===== config.mk =====
export PLATFORM = sky130hd
export DESIGN_NAME = dsp_mac_sequencer
export DESIGN_NICKNAME = d
export VERILOG_FILES = /design/src/rtl/dsp_mac_sequencer.sv
export SDC_FILE = /design/constraint.sdc
export NUM_CORES = 1
export LEC_CHECK = 0
export BUFFER_PORTS_ARGS = -buffer_cell sky130_fd_sc_hd__buf_2
export CORE_MARGIN = 1
export CORE_UTILIZATION = 39
export CTS_BUF_LIST = sky130_fd_sc_hd__clkbuf_16
export CTS_CLUSTER_DIAMETER = 30
export CTS_CLUSTER_SIZE = 40
export DETAILED_ROUTE_END_ITERATION = 12
export GPL_TIMING_DRIVEN = 0
export MAX_ROUTING_LAYER = met4
export PLACE_DENSITY = 0.77
export SETUP_SLACK_MARGIN = 0.05
export SYNTH_ARGS = -nofsm -noshare
export SYNTH_HDL_FRONTEND = slang
export SYNTH_SLANG_ARGS = --single-unit

===== constraint.sdc =====
create_clock -name CLK -period 2.1 [get_ports CLK]
set_input_delay 0.42 -clock CLK [delete_from_list [all_inputs] [get_ports CLK]]
set_output_delay 0.42 -clock CLK [all_outputs]
set_load 0.1 [all_outputs]

===== src/rtl/dsp_mac_sequencer.sv =====
// dsp_mac_sequencer: feeds TAPS operand pairs per frame into an external
// multiply-accumulate DSP slice, flushes the slice pipeline, and presents
// the accumulated frame result with a valid/ready handshake.
//
// Optional feature: define DSP_MAC_SEQUENCER_SAT_EN to saturate m_data to
// all ones when the frame overflowed.  Without it m_data is the raw slice P.
//
// state | meaning
// IDLE  | waiting for the first beat of a frame
// ACC   | accepting the remaining beats, tap counter counts accepted beats
// FLUSH | slice pipeline drains for PIPE_LAT enabled cycles
// OUT   | frame result held on m_data until the consumer takes it

module dsp_mac_sequencer #(
    parameter int TAPS     = 8,
    parameter int PIPE_LAT = 3
) (
    input  logic        CLK,
    input  logic        RST,
    input  logic        s_valid,
    output logic        s_ready,
    input  logic [17:0] s_a,
    input  logic [17:0] s_b,
    output logic [17:0] dsp_a,
    output logic [17:0] dsp_b,
    output logic [7:0]  dsp_opmode,
    output logic        dsp_ce,
    input  logic [47:0] dsp_p,
    input  logic        dsp_carryout,
    output logic        m_valid,
    input  logic        m_ready,
    output logic [47:0] m_data,
    output logic        m_ovf
);

    localparam logic [7:0] TAPS_C     = 8'(TAPS);
    localparam logic [3:0] FLUSH_LOAD = 4'(PIPE_LAT - 1);
    localparam logic [7:0] OP_FIRST   = 8'h01;
    localparam logic [7:0] OP_ACC     = 8'h09;

    typedef enum logic [1:0] {
        IDLE  = 2'd0,
        ACC   = 2'd1,
        FLUSH = 2'd2,
        OUT   = 2'd3
    } state_t;

    state_t      state;
    logic [7:0]  tap_cnt;
    logic [3:0]  flush_cnt;
    logic        accept;
    logic        in_flush;
    logic [47:0] cap_data;

    // Handshake and slice drive are combinational so the slice sees an
    // operand in the same cycle it is accepted; reset forces everything quiet.
    always_comb begin
        s_ready    = !RST && (state == IDLE || state == ACC);
        accept     = s_valid && s_ready;
        in_flush   = !RST && (state == FLUSH);
        dsp_ce     = accept || in_flush;
        dsp_a      = accept ? s_a : 18'd0;
        dsp_b      = accept ? s_b : 18'd0;
        dsp_opmode = (accept && state == IDLE) ? OP_FIRST : OP_ACC;
    end

`ifdef DSP_MAC_SEQUENCER_SAT_EN
    // Saturate when the frame overflowed, including a carry in the capture cycle.
    always_comb begin
        cap_data = (m_ovf || dsp_carryout) ? 48'hFFFF_FFFF_FFFF : dsp_p;
    end
`else
    // Raw slice result; overflow is reported only through m_ovf.
    always_comb begin
        cap_data = dsp_p;
    end
`endif

    // Frame sequencing FSM with registered result outputs.
    always_ff @(posedge CLK) begin
        if (RST) begin
            state     <= IDLE;
            tap_cnt   <= 8'd0;
            flush_cnt <= 4'd0;
            m_data    <= 48'd0;
            m_ovf     <= 1'b0;
            m_valid   <= 1'b0;
        end else begin
            case (state)
                IDLE: begin
                    // The first-beat cycle never contributes to overflow.
                    if (accept) begin
                        tap_cnt <= 8'd1;
                        m_ovf   <= 1'b0;
                        state   <= ACC;
                    end
                end
                ACC: begin
                    if (accept) begin
                        if (dsp_carryout) m_ovf <= 1'b1;
                        tap_cnt <= tap_cnt + 8'd1;
                        if (tap_cnt + 8'd1 == TAPS_C) begin
                            flush_cnt <= FLUSH_LOAD;
                            state     <= FLUSH;
                        end
                    end
                end
                FLUSH: begin
                    if (dsp_carryout) m_ovf <= 1'b1;
                    if (flush_cnt == 4'd0) begin
                        m_data  <= cap_data;
                        m_valid <= 1'b1;
                        state   <= OUT;
                    end else begin
                        flush_cnt <= flush_cnt - 4'd1;
                    end
                end
                OUT: begin
                    if (m_ready) begin
                        m_valid <= 1'b0;
                        state   <= IDLE;
                    end
                end
                default: state <= IDLE;
            endcase
        end
    end

endmodule


==> impl_metrics.tcl <==
set metrics [dict create \
    die_area_sq_um 8120 \
    yosys_warnings 0 \
    grt_max_degree 11 \
    synth_top_family_by_area "simple AND/OR/NAND/NOR gates" \
    synth_compound_area_share_pct 17.1 \
    pwr_density_cell_nw_per_um2 1210 \
    hold_slack_ps 333 \
    worstPathRequired_ps 1680 \
    syn2layout_area_growth_pct 81.9 \
    rr_endpoint "flush_cnt[1]" \
    regArea_sq_um 1290 \
    drt_iter0_markers 161 \
    synth_enable_flop_cells 0 \
    die_w_microns 90.1 \
    combPwrFrac_pct 56.6 \
    cts_max_level 3 \
    fin_nets 705 \
    ys.flop_type "dfxtp_1" \
    diodes 0 \
    synth_mux_area_share_pct 0.661 \
    drt_drc_violations_left 0 \
    path_max_fanout 10 \
    netSwitchingPower_mw 3.19 \
    setup_ws_ps -91.2 \
    hold_viol 0 \
    p_leak_nw 2.44 \
    cts_inserted_buffers 9 \
    hold_depth 3 \
    hold_start "dsp_p[3]" \
    criticalPathCategory "flop to output pin" \
    final_area_sq_um 5510 \
    drive_above_1_share_pct 49.7 \
    ys_ff_latch 64 \
    seq_power_share_pct 22.3 \
    grt_pass1_vias 3624 \
    critPathArrivalTime_ps 1770 \
    grt_overflow 0 \
    clk_latency_ps 320 \
    drt-total-wl_microns 10800 \
    vdd_drop_max_v 0.000940 \
    period_share_pct 104 \
    async_reset_ff_share_pct 0 \
    sw_frac_of_total_pct 48.0 \
    synthXorXnorAreaFrac_pct 0.289 \
    die_h_microns 90.1 \
    seq_area_frac_synth_pct 42.3 \
    cts_hold_buf 0 \
    r2r_slack_ps 50 \
    relSlewSlack_pct 59.1 \
    syn_area_sq_um 3030 \
    violations "negative setup slack" \
    worstSetupEndpointType "output pin" \
    holdPathEnd "m_data[3]" \
    status "complete, but fails checks" \
    hp-class "primary input to flop" \
    cp_cell_sequence "inv_4, ha_4, o21ba_4, buf_8, clkbuf_16, and3_4, buf_12" \
    yosysUniqueCellTypes 45 \
    gp_congestion 0.863 \
    antenna_left 0 \
    final_util_pct 74.7 \
    crit_path_top_delay_cell "dfxtp_2" \
    layout_min_cycle_time_ps 2190 \
    worstReg2RegStart "tap_cnt[0]" \
    cts_root_buf "clkbuf_16" \
    rsz0062_at_grt "yes" \
    multiInputGateArea_sq_um 1870 \
    reg2regPathDepth 6 \
    post_drt_wl_per_cell_microns 15.1 \
    start_kind "flop" \
    synthAdderAreaFrac_pct 2.89 \
    clk_pin_slew_ps 50 \
    grt_usage_pct 27.6 \
    grt_pass1_wl_microns 17700 \
    fillers 504 \
    cap_violations 0 \
    place_area_sq_um 4220 \
    setup_tns_ps -2290 \
    slowest_delay_ps 360 \
    final_max_slew_viol_count 0 \
    timing.fmax_ghz 0.456 \
    rows 31 \
    cts_tree "yes" \
    vias 3622 \
    start_util_pct 41.1 \
    tightest_slew_ps 613 \
    synth-simple-area-share_pct 28.9 \
    vias_per_cell 5.08 \
    synth_cells 395 \
    p_int_mw 3.46 \
    skew_ps 5.86 \
    finalSetupViolCount 30 \
    syn-mean-instance-area_sq_um 7.66 \
    clockPowerShare_pct 21.1 \
    io_pins 185 \
    antenna_found_initial 0 \
    port_buffers 176 \
    clock-sinks 64 \
    dp_hpwl_microns 6860 \
    fp.coreArea_sq_um 7370 \
    cts.path.max_buffers 2 \
    first_pass_iters 4 \
]
## cell usage after synthesis, types with 4 or more instances
cell        n  share of area [%]
nor4_1      4               0.83
clkbuf_1   23                2.9
o21ai_0     6               0.99
dfxtp_1    64                 42
a21oi_1    59                9.8
nand2_1   113                 14
nor2_1      7               0.87
ha_1        7                2.9
and3_1     36                7.4
inv_1      12                1.5
nor3_1      6               0.99
buf_4       7                1.7
nand3_1     5               0.83
## final cells by class
| cell class | count | share of cell area (%) |
|---|---|---|
| Buffer | 36 | 5.05 |
| Clock buffer | 9 | 4.09 |
| Clock inverter | 7 | 0.977 |
| Inverter | 12 | 0.909 |
| Multi-Input combinational cell | 287 | 33.9 |
| Sequential cell | 64 | 23.5 |
| Tap cell | 99 | 2.25 |
| Timing Repair Buffer | 199 | 29.3 |
## worst max-delay path: cells and delay by family, from the launching register on
kind	cells	cell delay [ps]
adders and majority gates	1	150
AOI/OAI and AO/OA	1	230
buffers and inverters	4	520
DFF	1	360
and+or+nand+nor	1	190
## routing by layer
layer  vias to the layer above  share of wire, %  GRT usage (%)
li1                       1751                 -              -
met1                      1704                41           31.8
met2                       155                51           48.2
met3                        12               6.5           5.75
met4                         0               1.3           7.93
met5                         -                 0              -
## cell families (layout without fill, tap and decap cells)
kind of cell | after synthesis | after routing
and+or+nand+nor | 185 | 185
DFF | 64 | 64
xor gates and xnor gates | 1 | 1
adders and majority gates | 7 | 7
other | 2 | 7
buffers and inverters | 49 | 263
muxes | 2 | 2
AOI/OAI and AO/OA | 85 | 85
## placed cells by master, fill, tap and decap left out, drive strengths merged, types with 3 or more instances in the layout
master	synthesis	layout
nor2	7	7
conb	2	7
ha	7	7
clkbuf	23	33
o21ai	6	6
nand2	113	113
nor4	4	4
clkinv	0	5
and3	37	37
dfxtp	64	64
inv	12	13
nand3	6	6
o211ai	3	3
a21oi	59	59
o41ai	3	3
nor3	6	6
buf	14	211
## how the worst max path moves through the flow
stage / startpoint / end
global placement: state[0] / dsp_a[12]
detailed placement: state[0] / dsp_a[12]
finish: state[1] / dsp_b[10]
CTS: state[1] / dsp_b[10]
global route: state[1] / dsp_b[10]
floorplan: state[0] / dsp_b[10]
## through the flow
stage               setup WS, ps  instances  power, mW
floorplan                  -14.4        400       4.00
global placement            -255        675       4.46
detailed placement          -315        675       4.52
CTS                         -103        708       6.52
global route                -126        713       6.89
finish                     -91.2        713       6.65
## power groups by stage
stage	clock, mW	sequential, mW	combinational [mW]
2_1_floorplan	0	2.37	1.64
3_3_place_gp	0	1.49	2.97
3_5_place_dp	0	1.50	3.02
4_1_cts	1.41	1.48	3.63
5_1_grt	1.47	1.50	3.92
6_report	1.40	1.48	3.76
## flip-flops by register name, summed over array words and instances (netlist names)
signal / flops
flush_cnt: 4
m_data: 48
m_ovf: 1
state: 2
tap_cnt: 8
m_valid: 1
## repair_timing
action | 4_1_cts | 5_1_grt
gates resized for setup | 207 | 31
setup endpoints to repair | 82 | 81
cloned | 2 | 1
pin swaps | 17 | 5
buffers inserted | 16 | 5
No activity file was read; power rests on OpenSTA's default activity.
